$ cat src/rtl/dte_stream_parser.sv
`default_nettype none
// ============================================================================
// Module      : dte_stream_parser
// Description : Decodes framed header/payload lines into the DT core input set.
// Revision    : 1.0 - initial release
// ============================================================================
module dte_stream_parser #(
    parameter int   DATA_BUS_WIDTH    = 128,
    parameter int   LEN_BITS          = 12,
    parameter logic WEIGHT_PROG_VALUE = 1'b1
) (
    input  logic                      clk,
    input  logic                      rst,
    input  logic [DATA_BUS_WIDTH-1:0] stream_in_data,
    input  logic                      stream_in_valid,
    output logic                      stream_in_ready,
    output logic [DATA_BUS_WIDTH-1:0] core_data,
    output logic                      core_data_valid,
    output logic                      core_last,
    output logic                      core_prog_mode,
    output logic                      core_prog,
    input  logic                      core_ready,
    output logic                      type_error,
    output logic [31:0]               pkt_count
);

    localparam logic [15:0] c_TYPE_DATA   = 16'd1;
    localparam logic [15:0] c_TYPE_WEIGHT = 16'd2;
    localparam logic [15:0] c_TYPE_FINDEX = 16'd3;

    typedef enum logic [1:0] {
        S_HEADER  = 2'd0,
        S_PAYLOAD = 2'd1,
        S_DROP    = 2'd2
    } state_t;

    state_t                      state_q;
    logic [LEN_BITS-1:0]         lines_left_q;
    logic [LEN_BITS-1:0]         lines_left_d;
    logic                        sel_prog_q;
    logic                        sel_mode_q;
    logic [DATA_BUS_WIDTH-1:0]   core_data_q;
    logic                        core_data_valid_q;
    logic                        core_last_q;
    logic                        core_prog_q;
    logic                        core_prog_mode_q;
    logic                        type_error_q;
    logic [31:0]                 pkt_count_q;

    logic                        w_accept;
    logic [15:0]                 w_hdr_type;
    logic [LEN_BITS-1:0]         w_hdr_len;
    logic                        w_hdr_supported;
    logic                        w_last_line;

    assign w_hdr_type      = stream_in_data[15:0];
    assign w_hdr_len       = stream_in_data[16 +: LEN_BITS];
    assign w_hdr_supported = (w_hdr_type == c_TYPE_DATA) || (w_hdr_type == c_TYPE_WEIGHT) ||
                             (w_hdr_type == c_TYPE_FINDEX);
    assign w_last_line     = (lines_left_q == LEN_BITS'(1));
    assign lines_left_d    = lines_left_q - LEN_BITS'(1);
    assign w_accept        = stream_in_valid & stream_in_ready;

    // Only the payload path is throttled by the output register; headers and drops always flow.
    always_comb begin
        stream_in_ready = 1'b0;
        if (!rst) begin
            stream_in_ready = (state_q == S_PAYLOAD) ? (!core_data_valid_q | core_ready) : 1'b1;
        end
    end

    always_ff @(posedge clk or posedge rst) begin
        if (rst) begin
            state_q           <= S_HEADER;
            lines_left_q      <= '0;
            sel_prog_q        <= 1'b0;
            sel_mode_q        <= 1'b0;
            core_data_q       <= '0;
            core_data_valid_q <= 1'b0;
            core_last_q       <= 1'b0;
            core_prog_q       <= 1'b0;
            core_prog_mode_q  <= 1'b0;
            type_error_q      <= 1'b0;
            pkt_count_q       <= '0;
        end else begin
            type_error_q <= 1'b0;
            if (core_data_valid_q && core_ready) begin
                core_data_valid_q <= 1'b0;
            end
            case (state_q)
                S_HEADER: begin
                    if (w_accept) begin
                        if (!w_hdr_supported) begin
                            type_error_q <= 1'b1;
                        end
                        if (w_hdr_len != '0) begin
                            lines_left_q <= w_hdr_len;
                            state_q      <= w_hdr_supported ? S_PAYLOAD : S_DROP;
                            sel_prog_q   <= (w_hdr_type != c_TYPE_DATA);
                            sel_mode_q   <= (w_hdr_type == c_TYPE_WEIGHT) ? WEIGHT_PROG_VALUE :
                                            (w_hdr_type == c_TYPE_FINDEX) ? ~WEIGHT_PROG_VALUE : 1'b0;
                        end
                    end
                end
                S_PAYLOAD: begin
                    if (w_accept) begin
                        core_data_q       <= stream_in_data;
                        core_data_valid_q <= 1'b1;
                        core_last_q       <= w_last_line;
                        core_prog_q       <= sel_prog_q;
                        core_prog_mode_q  <= sel_mode_q;
                        lines_left_q      <= lines_left_d;
                        if (w_last_line) begin
                            pkt_count_q <= pkt_count_q + 32'd1;
                            state_q     <= S_HEADER;
                        end
                    end
                end
                S_DROP: begin
                    if (w_accept) begin
                        lines_left_q <= lines_left_d;
                        if (w_last_line) begin
                            state_q <= S_HEADER;
                        end
                    end
                end
                default: state_q <= S_HEADER;
            endcase
        end
    end

    assign core_data       = core_data_q;
    assign core_data_valid = core_data_valid_q;
    assign core_last       = core_last_q;
    assign core_prog       = core_prog_q;
    assign core_prog_mode  = core_prog_mode_q;
    assign type_error      = type_error_q;
    assign pkt_count       = pkt_count_q;

endmodule
`default_nettype wire

$ cat config.mk
export PLATFORM = sky130hd
export DESIGN_NAME = dte_stream_parser
export DESIGN_NICKNAME = d
export VERILOG_FILES = /design/src/rtl/dte_stream_parser.sv
export SDC_FILE = /design/constraint.sdc
export NUM_CORES = 1
export LEC_CHECK = 0
export BUFFER_PORTS_ARGS = -buffer_cell sky130_fd_sc_hd__buf_4
export CAP_MARGIN = 10
export CELL_PAD_IN_SITES_DETAIL_PLACEMENT = 1
export CELL_PAD_IN_SITES_GLOBAL_PLACEMENT = 1
export CORE_MARGIN = 5
export CORE_UTILIZATION = 34
export DETAILED_ROUTE_END_ITERATION = 8
export PLACE_DENSITY_LB_ADDON = 0.15
export SLEW_MARGIN = 20
export SYNTH_ARGS = -nofsm -noshare
export SYNTH_HDL_FRONTEND = slang
export SYNTH_SLANG_ARGS = --single-unit
$ cat constraint.sdc
create_clock -name clk -period 6.1 [get_ports clk]
set_input_delay 1.22 -clock clk [delete_from_list [all_inputs] [get_ports clk]]
set_output_delay 1.22 -clock clk [all_outputs]
set_load 0.005 [all_outputs]
-- Word-level counts from Yosys, hierarchy flattened
Index checks and enable logic that the tools add are counted.
- $add $sub $neg: 2
- equal/unequal tests: 11
- muxes and demuxes: 19
- bitwise operators: 2
- reductions and logical operators: 13
- operator list (kind ; number):
    two-way mux 12 bit ; 3
    adder 32 x 1 -> 32 bit (second input constant) ; 1
    equality test 16 x 2 -> 1 bit (second input constant) ; 2
    one-hot mux 12 bit (2 select lines) ; 1
    equality test 16 x 1 -> 1 bit (second input constant) ; 1
    != test 16 x 1 -> 1 bit (second input constant) ; 1
    equality test 12 x 1 -> 1 bit (second input constant) ; 1
    nonzero test 12 bit ; 1
    subtractor 12 x 1 -> 12 bit (second input constant) ; 1
    two-way mux 2 bit ; 5
    two-way mux 1 bit ; 9
    AND reduction 4 bit ; 2
    AND reduction 3 bit ; 2
    != test 2 x 1 -> 1 bit (second input constant) ; 2
    != test 2 bit (second input constant) ; 2
    one-hot mux 2 bit (2 select lines) ; 1
    equality test 2 x 1 -> 1 bit (second input constant) ; 1
    equality test 2 bit (second input constant) ; 1
    logical NOT 2 bit ; 1
    logical OR 1 bit ; 2
    AND reduction 2 bit ; 1
    nonzero test 2 bit ; 1
    OR reduction 2 bit ; 1
    AND 1 bit ; 1
    3 further kinds ; 3
- bits in registers: 181
- input bits: 132
- output and inout port bits: 166
- word-level logic and storage cells: 58

-- Longest topological paths before layout
Gate-level depths: netlist of run 1.
- depth after elaboration: 7
- depth in mapped cells: 9
- depth with buffers taken out: 7

-- Least setup slack after synthesis of run 1
No wires, ideal clock.
- path kind: input port to flip-flop
- start: input rst
- end: register pkt_count_q[29], in the netlist pkt_count[29]
- setup time: 123 ps
- arrival time: 2626 ps
- data required time: 5977 ps
- path slack: 3351 ps
- stages on the path: 5
- path buffers: 0
- path through: and3b_1 -> or4b_4 -> nor4_4 -> nand4_1 -> xnor2_1
- cells in the longest elaborated chain, start to end: 3
- RTL lines (item ; RTL line ; text):
    from (decl) ; 13 ; input logic rst,
    two-way mux 1 bit ; 67 ; if (!rst) begin
    AND 1 bit ; 62 ; assign w_accept = stream_in_valid & stream_in_ready;
    AND reduction 3 bit (no line) ; -- ;
    to (signal assigned) ; 114 ; pkt_count_q <= pkt_count_q + 32'd1;
    to (decl) ; 48 ; logic [31:0] pkt_count_q;
No other way between the ends.
A chain may end at the register's enable or synchronous reset.

-- Worst setup path after layout of run 1
- start: input rst
- end: register core_data_q[46], in the netlist core_data[46]
- cells in the longest elaborated chain, start to end: 3
- RTL lines (item ; RTL line ; text):
    two-way mux 1 bit ; 67 ;
    AND 1 bit ; 62 ;
    AND reduction 2 bit (no line) ; -- ;
    to (signal assigned) ; 107 ; core_data_q <= stream_in_data;
    to (decl) ; 42 ; logic [DATA_BUS_WIDTH-1:0] core_data_q;
No other way between the ends.

==> impl_metrics.json, run 1 <==
{
  "drt_iter0_drc": 201,
  "final_common_cell": "buf_4",
  "cts_max_level": 4,
  "mostFrequentLayoutCells": "buf_4, dfrtp_1, mux2_2",
  "tritoncts": "yes",
  "gp_congestion": 0.706,
  "crit_arrival_ns": 3.36,
  "diodes": 0,
  "final_layout_size_suffix_gt1_share_pct": 54.0,
  "r2r_end": "lines_left_q[11]$_DFFE_PP0P_",
  "setup_ws_ns": 3.04,
  "syn_to_final_growth_pct": 41.6,
  "postSynthCellCount": 562,
  "status": "complete, no violations",
  "start_util_pct": 34.6,
  "holdWs_ns": 0.480,
  "relSlewSlack_pct": 41.3,
  "antenna_found_initial": 0,
  "crit_path_end_kind": "flop",
  "rows": 54,
  "vdd_ir_drop_max_v": 0.000164,
  "pin_count": 298,
  "cts.clk_slew.worst_paths_ns": 0.07,
  "numClockSinks": 181,
  "slowest_delay_ns": 0.58,
  "die_area_sq_um": 25300,
  "timing.reg2reg.setup_slack_ns": 3.10,
  "min_to": "state_q[1]$_DFFE_PP0P_",
  "critPathKind": "input pin to flop",
  "die_w_um": 159,
  "root_buffer": "clkbuf_16",
  "grt_pass1_vias": 6401,
  "cts.path.max_buffers": 2,
  "cts_hold_buf": 0,
  "ys_types": 49,
  "cpMostUsedCell": "buf_4",
  "hold_depth": 1,
  "wl_per_cell_um": 19.4,
  "clock_skew_ns": 0.0111,
  "cp-start-kind": "input pin",
  "syn_nets": 699,
  "die_height_um": 159,
  "io_buffers": 297,
  "cellPowerDensity_nw_per_um2": 257,
  "reg2reg_from": "state_q[0]$_DFFE_PP0P_",
  "synth_ff_type": "dfrtp_1",
  "post_cts_buffers": 0,
  "grt_first_pass_wirelength_um": 36000,
  "slew_violations": 0,
  "grt_overflow_total": 0,
  "fin_crit_sh_pct": 50.1,
  "numCtsBuffers": 17,
  "min_period_ns": 3.06,
  "grt_usage_pct": 17.4,
  "via_per_inst": 4.91,
  "syn_area_per_cell_sq_um": 13.5,
  "vias": 5647,
  "insertion_delay_ns": 0.42,
  "rsz0062_at_grt": "false",
  "fill_cells": 2314,
  "postRouteAntennaNets": 0,
  "seq_area_frac_synth_pct": 59.8,
  "nets": 994,
  "path_max_fanout": 50,
  "synth_edf_count": 0,
  "hold_class": "flop to flop",
  "cts_resized": 0,
  "dp_hpwl_um": 16800,
  "synth_area_sq_um": 7570,
  "firstDrtPassIters": 4,
  "ys_async_sr_fraction_pct": 100,
  "fmax_ghz": 0.327,
  "path_cells": "buf_4 > and3b_1 > nand2_4 > buf_4 > buf_16 > mux2_2",
  "ys_warn_count": 0,
  "setup_violations": 0,
  "maxCapViolCount": 0,
  "coreArea_sq_um": 21900,
  "worst_slew_pin_slew_ns": 0.881,
  "synth-seq-cells": 181,
  "cp_slowest_cell": "buf_4",
  "grt_max_degree": 148,
  "leakage_nw": 5.66,
  "setup_tns_ns": 0,
  "r2r_cells": 8,
  "drc": 0,
  "worstHoldStart": "state_q[1]$_DFFE_PP0P_",
  "routed_wl_um": 22300,
  "place_ws_ns": 2.14,
  "required_ns": 6.40,
  "hold_viol_final": 0
}
[cell usage after synthesis (all sizes together) (2+ instances only)]
cell	n	area, sq um
nor4	12	118
nor2	14	52.6
dfrtp	181	4530
and4	3	26.3
ha	5	62.6
mux2	129	1450
a31oi	3	18.8
inv	10	37.5
nand3b	2	15.0
a211o	3	26.3
nor3	5	35.0
buf	15	65.1
nand3	23	120
clkbuf	10	37.5
o21ai	6	30.0
nand2	36	135
nor4b	4	35.0
nand4	16	100
a21oi	5	25.0
or4	3	26.3
nand2b	3	18.8
nand4b	3	26.3
nor2b	6	37.5
xnor2	25	219
and3	7	43.8
nor3b	2	15.0
o211ai	7	52.6
a21o	3	22.5
mux2i	2	20.0
xor2	6	52.6
[layout make-up]
type	instances	area (sq um)	area share (%)
Timing Repair Buffer	301	2290	21.4
Tap cell	280	350	3.27
Sequential cell	181	4530	42.2
Inverter	10	41.3	0.385
Clock buffer	21	450	4.20
Multi-Input combinational cell	346	2920	27.2
Clock inverter	11	141	1.32
[registers in the layout, indices dropped and copies added, names as in the netlist]
| signal | count |
|---|---|
| core_data | 128 |
| core_data_valid | 1 |
| core_last | 1 |
| core_prog | 1 |
| core_prog_mode | 1 |
| lines_left_q | 12 |
| pkt_count | 32 |
| sel_mode_q | 1 |
| sel_prog_q | 1 |
| state_q | 2 |
| type_error | 1 |
[worst max-delay path: cells and delay by family]
family                 cells  cell delay, ns
AND/OR/NAND/NOR            2            0.72
multiplexers               1            0.38
buffers and inverters      3            1.01
[power by group]
| part | internal (W) | switching, W | leakage [nW] |
|---|---|---|---|
| Clock | 0.000627 | 0.000485 | 0.283 |
| Combinational | 0.000152 | 0.000175 | 2.89 |
| Sequential | 0.00125 | 0.0000721 | 2.49 |
[per-layer routing]
| metal | track usage [%] | up-vias | share of wire [%] | wire length [um] |
|---|---|---|---|---|
| met1 | 20.1 | 2858 | 39 | 8730 |
| met3 | 4.30 | 25 | 5.2 | 1150 |
| li1 | - | 2601 | - | - |
| met4 | 5.08 | 0 | 1.8 | 401 |
| met5 | 0 | - | 0 | 0 |
| met2 | 31.9 | 163 | 54 | 12000 |
[how the worst max path moves through the flow]
| stage | end | cells after the start | slack [ns] | start |
|---|---|---|---|---|
| 2_1_floorplan | core_data[0]$_DFFE_PP0P_ | 1 | 2.56 | rst |
| 5_1_grt | lines_left_q[11]$_DFFE_PP0P_ | 8 | 2.81 | state_q[0]$_DFFE_PP0P_ |
| 3_3_place_gp | pkt_count[1]$_DFFE_PP0P_ | 6 | 2.24 | rst |
| 3_5_place_dp | pkt_count[1]$_DFFE_PP0P_ | 6 | 2.14 | rst |
| 6_report | core_data[46]$_DFFE_PP0P_ | 6 | 3.04 | rst |
| 4_1_cts | pkt_count[1]$_DFFE_PP0P_ | 6 | 2.61 | rst |
[per-stage QoR]
stage | utilization (%) | total power, W | area [sq um] | std cells
after floorplan | - | 0.00153 | 7570 | 562
after CTS | 48.8 | 0.00281 | 10700 | 1148
after global placement | 46.1 | 0.00165 | 10100 | 1116
final | 49.0 | 0.00276 | 10700 | 1150
after detailed placement | 46.1 | 0.00167 | 10100 | 1116
after global routing | 49.0 | 0.00290 | 10700 | 1150
[kinds of logic (layout without fill, tap and decap cells)]
logic type	count (synthesis)	count (layout)	synth area share (%)
muxes	131	131	19.5
buffers and inverters	35	343	1.85
adders and majority gates	5	5	0.826
and+or+nand+nor	143	143	11.1
DFF	181	181	59.8
AOI/OAI and AO/OA	36	36	3.36
xor gates and xnor gates	31	31	3.59
Power figures use the tool's default switching activity.
==> run 2: changes to the inputs <==
--- a/config.mk
+++ b/config.mk
@@ -5,12 +5,13 @@
 export SDC_FILE = /design/constraint.sdc
 export NUM_CORES = 1
 export LEC_CHECK = 0
+export ABC_AREA = 1
 export BUFFER_PORTS_ARGS = -buffer_cell sky130_fd_sc_hd__buf_4
 export CAP_MARGIN = 10
 export CELL_PAD_IN_SITES_DETAIL_PLACEMENT = 1
 export CELL_PAD_IN_SITES_GLOBAL_PLACEMENT = 1
 export CORE_MARGIN = 5
-export CORE_UTILIZATION = 34
+export CORE_UTILIZATION = 35
 export DETAILED_ROUTE_END_ITERATION = 8
 export PLACE_DENSITY_LB_ADDON = 0.15
 export SLEW_MARGIN = 20
==> constraint.sdc (replaced) <==
create_clock -name clk -period 2.91 [get_ports clk]
set_input_delay 0.582 -clock clk [delete_from_list [all_inputs] [get_ports clk]]
set_output_delay 0.582 -clock clk [all_outputs]
set_load 0.005 [all_outputs]
==> run 2 against run 1 <==
Against the previous run: clock power rose by 120%; power rose by 120%; combinational power rose to 2.5 times the previous value; non-clock buffer count grew 8; area after synthesis is 7.6% higher; first-iteration DRC count rose by 68%; critical path depth is the same; synthesized cell count rose by 81%; register-to-register slack lost 2.3 ns; design area is 6.3% higher; routed wire length up 23%; critical endpoint is now stream_in_ready; largest cell class unchanged; highest routed layer unchanged.
==> impl_metrics.json, run 2 <==
{
  "wl_met3_um": 1690,
  "die_height_um": 163,
  "vias": 7567,
  "drt_iter0_drc": 337,
  "cts_max_level": 4,
  "cts.clk_slew.worst_paths_ns": 0.08,
  "insertion_delay_ns": 0.43,
  "cts_hold_buf": 0,
  "via_per_inst": 4.64,
  "grt_first_pass_wirelength_um": 43100,
  "hold_viol_final": 0,
  "fin_crit_sh_pct": 71.6,
  "cp-start-kind": "flop",
  "relSlewSlack_pct": 44.7,
  "diodes": 0,
  "synthTopCellsByArea": "dfrtp_1, nand2_1, inv_1, nor2_1, nand3_1",
  "postSynthCellCount": 1016,
  "path_max_fanout": 3,
  "highest_layer": "met4",
  "die_w_um": 163,
  "nets": 1442,
  "start_util_pct": 35.8,
  "vdd_ir_drop_max_v": 0.000414,
  "tritoncts": "yes",
  "numClockSinks": 181,
  "status": "complete, no violations",
  "grt_overflow_total": 0,
  "synth_ff_type": "dfrtp_1",
  "final_layout_size_suffix_gt1_share_pct": 29.5,
  "synth_area_sq_um": 8150,
  "internal_power_w": 0.00430,
  "leakage_nw": 6.57,
  "crit_path_end_kind": "primary output",
  "cellPowerDensity_nw_per_um2": 527,
  "synth.most_common_cell": "nand2_1",
  "ys_warn_count": 0,
  "setup_tns_ns": 0,
  "p_sw_w": 0.00170,
  "swShare_pct": 28.3,
  "clkPwrFrac_pct": 41.2,
  "largest_reg_flops": 128,
  "coreArea_sq_um": 22800,
  "cts_resized": 0,
  "firstDrtPassIters": 4,
  "root_buffer": "clkbuf_16",
  "grt_pass1_vias": 7915,
  "required_ns": 2.33,
  "ys_types": 30,
  "setup_violations": 0,
  "dp_hpwl_um": 20300,
  "worst_slew_pin_slew_ns": 0.830,
  "slew_violations": 0,
  "pwr-share-comb_pct": 13.7,
  "wl_met2_um": 13500,
  "seq_area_frac_synth_pct": 55.6,
  "grt_max_degree": 145,
  "clock_skew_ns": 0.0125,
  "critPathKind": "flop to primary output",
  "yosysTopAreaCellShare_pct": 55.6,
  "final_common_cell": "nand2_1",
  "gp_congestion": 0.786,
  "pin_count": 298,
  "routedLengthMet1_um": 11500,
  "synth_edf_count": 0,
  "mostFrequentLayoutCells": "nand2_1, buf_4, dfrtp_1",
  "seq_power_share_pct": 45.1,
  "rows": 55,
  "synth-seq-cells": 181,
  "drc": 0,
  "routed_wl_um": 27400,
  "antenna_found_initial": 0,
  "finalCoreUtilization_pct": 50.0,
  "syn_area_per_cell_sq_um": 8.02,
  "r2r_cells": 10,
  "hold_depth": 3,
  "io_buffers": 297,
  "wl_per_cell_um": 16.8,
  "synth_top_area_cell": "dfrtp_1",
  "maxCapViolCount": 0,
  "crit_arrival_ns": 1.50,
  "numCtsBuffers": 17,
  "ys_top_cells_by_count": "nand2_1, dfrtp_1, inv_1",
  "rsz0062_at_grt": "false",
  "ys_async_sr_fraction_pct": 100,
  "hold_class": "input pin to flop",
  "cts.path.max_buffers": 2,
  "die_area_sq_um": 26400,
  "postRouteAntennaNets": 0,
  "post_cts_buffers": 0,
  "syn_nets": 1153,
  "fmax_ghz": 0.480,
  "min_period_ns": 2.08,
  "syn_to_final_growth_pct": 39.9,
  "grt_usage_pct": 20.4
}
[run 2: final timing paths]
path / startpoint / end / slack, ns
worst min-delay path: stream_in_data[117] / core_data[117]$_DFFE_PP0P_ / 0.34
worst max-delay path: state_q[1]$_DFFE_PP0P_ / stream_in_ready / 0.83
min in group asynchronous: rst / lines_left_q[8]$_DFFE_PP0P_ / 0.36
worst max register to register: lines_left_q[1]$_DFFE_PP0P_ / pkt_count[25]$_DFFE_PP0P_ / 0.83
worst min register to register: core_data[43]$_DFFE_PP0P_ / core_data[43]$_DFFE_PP0P_ / 0.48
max in group asynchronous: rst / core_data[44]$_DFFE_PP0P_ / 1.34
[run 2: power groups by stage]
stage	sequential, W	clock, W	combinational, W
detailed placement	0.00275	0	0.000834
finish	0.00271	0.00247	0.000821
global route	0.00272	0.00266	0.000957
CTS	0.00271	0.00254	0.000840
global placement	0.00275	0	0.000800
floorplan	0.00273	0	0.000533
[run 2: cell families (layout without fill, tap and decap cells)]
kind of cell    after synthesis  after routing  share of synthesized area [%]
buf+inv                     117            418                           6.42
xor+xnor                     15             15                           1.98
compound gates               32             32                           1.97
flops                       181            181                           55.6
simple gates                666            666                           33.3
fa+ha+maj                     5              5                          0.768
[run 2: final cells by class]
type / instances / area (sq um)
Clock buffer: 17 / 425
Clock inverter: 14 / 190
Fill cell: 2756 / 11400
Inverter: 78 / 300
Multi-Input combinational cell: 718 / 3210
Sequential cell: 181 / 4530
Tap cell: 313 / 392
Timing Repair Buffer: 309 / 2340
[run 2: worst max-delay path: stages, from the launching register on]
cell and delay [ns]:
dfrtp_1 0.38, inv_1 0.08, ha_1 0.21, nand3_1 0.10, nand2_1 0.11, inv_1 0.05, buf_4 0.14
[run 2: through the flow]
stage,power [W],worst slack [ns],area (sq um),cells,hold WS (ns)
floorplan,0.00326,-1.61,8360,1016,0.442
global placement,0.00355,0.802,10800,1599,0.460
detailed placement,0.00359,0.788,10800,1599,0.463
CTS,0.00609,0.782,11400,1630,0.323
global route,0.00633,0.650,11400,1630,0.326
finish,0.00600,0.827,11400,1630,0.338
[run 2: layer usage]
metal  vias to the layer above  global-route usage [%]
li1                       3673                       -
met3                        34                    5.19
met5                         -                       0
met4                         0                    6.44
met1                      3646                    25.2
met2                       214                    35.3
==> run 3: changes to the inputs <==
--- a/config.mk
+++ b/config.mk
@@ -11,7 +11,7 @@
 export CELL_PAD_IN_SITES_DETAIL_PLACEMENT = 1
 export CELL_PAD_IN_SITES_GLOBAL_PLACEMENT = 1
 export CORE_MARGIN = 5
-export CORE_UTILIZATION = 35
+export CORE_UTILIZATION = 32
 export DETAILED_ROUTE_END_ITERATION = 8
 export PLACE_DENSITY_LB_ADDON = 0.15
 export SLEW_MARGIN = 20
==> constraint.sdc (replaced) <==
create_clock -name clk -period 1.7 [get_ports clk]
set_input_delay 0.34 -clock clk [delete_from_list [all_inputs] [get_ports clk]]
set_output_delay 0.34 -clock clk [all_outputs]
set_load 0.005 [all_outputs]
==> run 3 against run 2 <==
Against the previous run: die area grew 8.8%; largest cell class unchanged; highest routed layer is now met5; sequential power grew 70%; critical path type is now flop to flop; clock power grew 61%; the flow now finishes with violations (negative setup slack); power up 71%; critical path depth up 1; cell count grew 3.5%; via count is 2.1% higher.
==> impl_metrics.json, run 3 (synthesis results as in run 2) <==
{
  "status": "finished with violations",
  "violations": "negative setup slack",
  "vdd_ir_drop_max_v": 0.000644,
  "tritoncts": "yes",
  "firstDrtPassIters": 4,
  "worst_slew_pin_slew_ns": 0.864,
  "final_layout_size_suffix_gt1_share_pct": 33.2,
  "drc": 0,
  "setup_ws_ns": -0.0219,
  "min_period_ns": 1.72,
  "grt_overflow_total": 0,
  "path_max_fanout": 9,
  "setup_violations": 3,
  "timing.reg2reg.setup_slack_ns": -0.02,
  "postRouteAntennaNets": 0,
  "finalCoreUtilization_pct": 47.7,
  "maxCapViolCount": 0,
  "gp_congestion": 0.791,
  "clock_skew_ns": 0.0135,
  "fill_cells": 3063,
  "grt_max_degree": 121,
  "routed_wl_um": 28200,
  "drt_iter0_drc": 398,
  "syn_to_final_growth_pct": 46.9,
  "cts.path.max_buffers": 2,
  "cp-start-kind": "flop",
  "hold_depth": 3,
  "totalPowerFinal_w": 0.0103,
  "root_buffer": "clkbuf_16",
  "required_ns": 2.04,
  "cp_slowest_cell": "dfrtp_1",
  "via_per_inst": 4.58,
  "start_util_pct": 32.4,
  "rsz0062_at_grt": "true",
  "grt_usage_pct": 19.1,
  "coreArea_sq_um": 25100,
  "fin_crit_sh_pct": 101,
  "grt_first_pass_wirelength_um": 44100,
  "crit_path_end_kind": "flop",
  "io_buffers": 297,
  "relSlewSlack_pct": 42.4,
  "path_cells": "inv_2 > ha_4 > buf_4 > nand4_4 > buf_4 > nor3_1 > xor2_1",
  "die_area_sq_um": 28700,
  "mostFrequentLayoutCells": "nand2_1, buf_4, dfrtp_1",
  "pin_count": 298,
  "reg2reg_from": "state_q[1]$_DFFE_PP0P_",
  "cpMostUsedCell": "buf_4",
  "cts_max_level": 4,
  "cts_hold_buf": 0,
  "hold_viol_final": 0,
  "dp_hpwl_um": 20600,
  "min_to": "core_data[115]$_DFFE_PP0P_",
  "antenna_found_initial": 2,
  "insertion_delay_ns": 0.44,
  "hold_class": "input pin to flop",
  "numCtsBuffers": 17,
  "wl_per_cell_um": 16.7,
  "slowest_delay_ns": 0.39,
  "vias": 7726,
  "cellPowerDensity_nw_per_um2": 859,
  "fmax_ghz": 0.581,
  "nets": 1480,
  "die_height_um": 170,
  "crit_arrival_ns": 2.07,
  "final_common_cell": "nand2_1",
  "leakage_nw": 6.81,
  "cts.clk_slew.worst_paths_ns": 0.08,
  "rows": 58,
  "grt_pass1_vias": 7984,
  "largest_reg_flops": 128,
  "r2r_cells": 7,
  "worstHoldStart": "stream_in_data[115]",
  "r2r_end": "pkt_count[4]$_DFFE_PP0P_",
  "numClockSinks": 181,
  "die_w_um": 170,
  "critPathKind": "flop to flop",
  "slew_violations": 0
}
[run 3: area by class of cell]
class	instances	area (sq um)	share of cell area, %
diodes	1	2.50	0.0209
clock buffers	18	429	3.59
clock inverters	14	158	1.32
inverters	78	303	2.53
multi-input cells	718	3300	27.6
flip-flops and latches	181	4530	37.9
well taps	330	413	3.45
repair buffers	347	2830	23.6
[run 3: timing repair]
action                                  CTS  global route
gates resized for setup                   8            27
pin swaps                                 3             8
setup buffers                             4             5
gates cloned                              0             6
endpoints found under the setup margin    2            98
[run 3: metrics by stage]
stage               cell area [sq um]  setup WS (ns)  setup TNS, ns  hold WS [ns]  cells
CTS                             11700        0.00538              0        0.0670   1675
global route                    12000        -0.0937          -1.74        0.0768   1686
floorplan                        8360          -2.58        -631.17         0.442   1016
finish                          12000        -0.0219        -0.0392        0.0935   1687
global placement                11000         0.0824              0         0.458   1640
detailed placement              11000        0.00207              0         0.460   1640
[run 3: worst max-delay path by stage]
stage | from | end
finish | state_q[1]$_DFFE_PP0P_ | pkt_count[4]$_DFFE_PP0P_
global route | state_q[1]$_DFFE_PP0P_ | pkt_count[4]$_DFFE_PP0P_
CTS | state_q[1]$_DFFE_PP0P_ | stream_in_ready
detailed placement | pkt_count[1]$_DFFE_PP0P_ | pkt_count[22]$_DFFE_PP0P_
global placement | pkt_count[1]$_DFFE_PP0P_ | pkt_count[22]$_DFFE_PP0P_
floorplan | rst | core_prog$_DFFE_PP0P_
[run 3: worst max-delay path, delay by kind of cell (launching register included)]
| family | cells | cell delay [ns] |
|---|---|---|
| XOR/XNOR | 1 | 0.21 |
| buffers and inverters | 3 | 0.43 |
| AND/OR/NAND/NOR | 2 | 0.48 |
| adder cells (fa/ha/maj) | 1 | 0.13 |
| flip-flops | 1 | 0.39 |
[run 3: report_power, final]
group	total [W]	internal, W	switching, W	leakage [nW]
clock	0.00397	0.00199	0.00199	0.288
sequential	0.00462	0.00446	0.000166	2.49
combinational	0.00168	0.000711	0.000969	4.04
[run 3: layer usage]
layer / global-route usage [%] / share of wire [%]
met1: 24.6 / 43
met2: 31.6 / 49
met3: 5.22 / 6.3
met5: 0 / 0.096
met4: 6.09 / 2.1
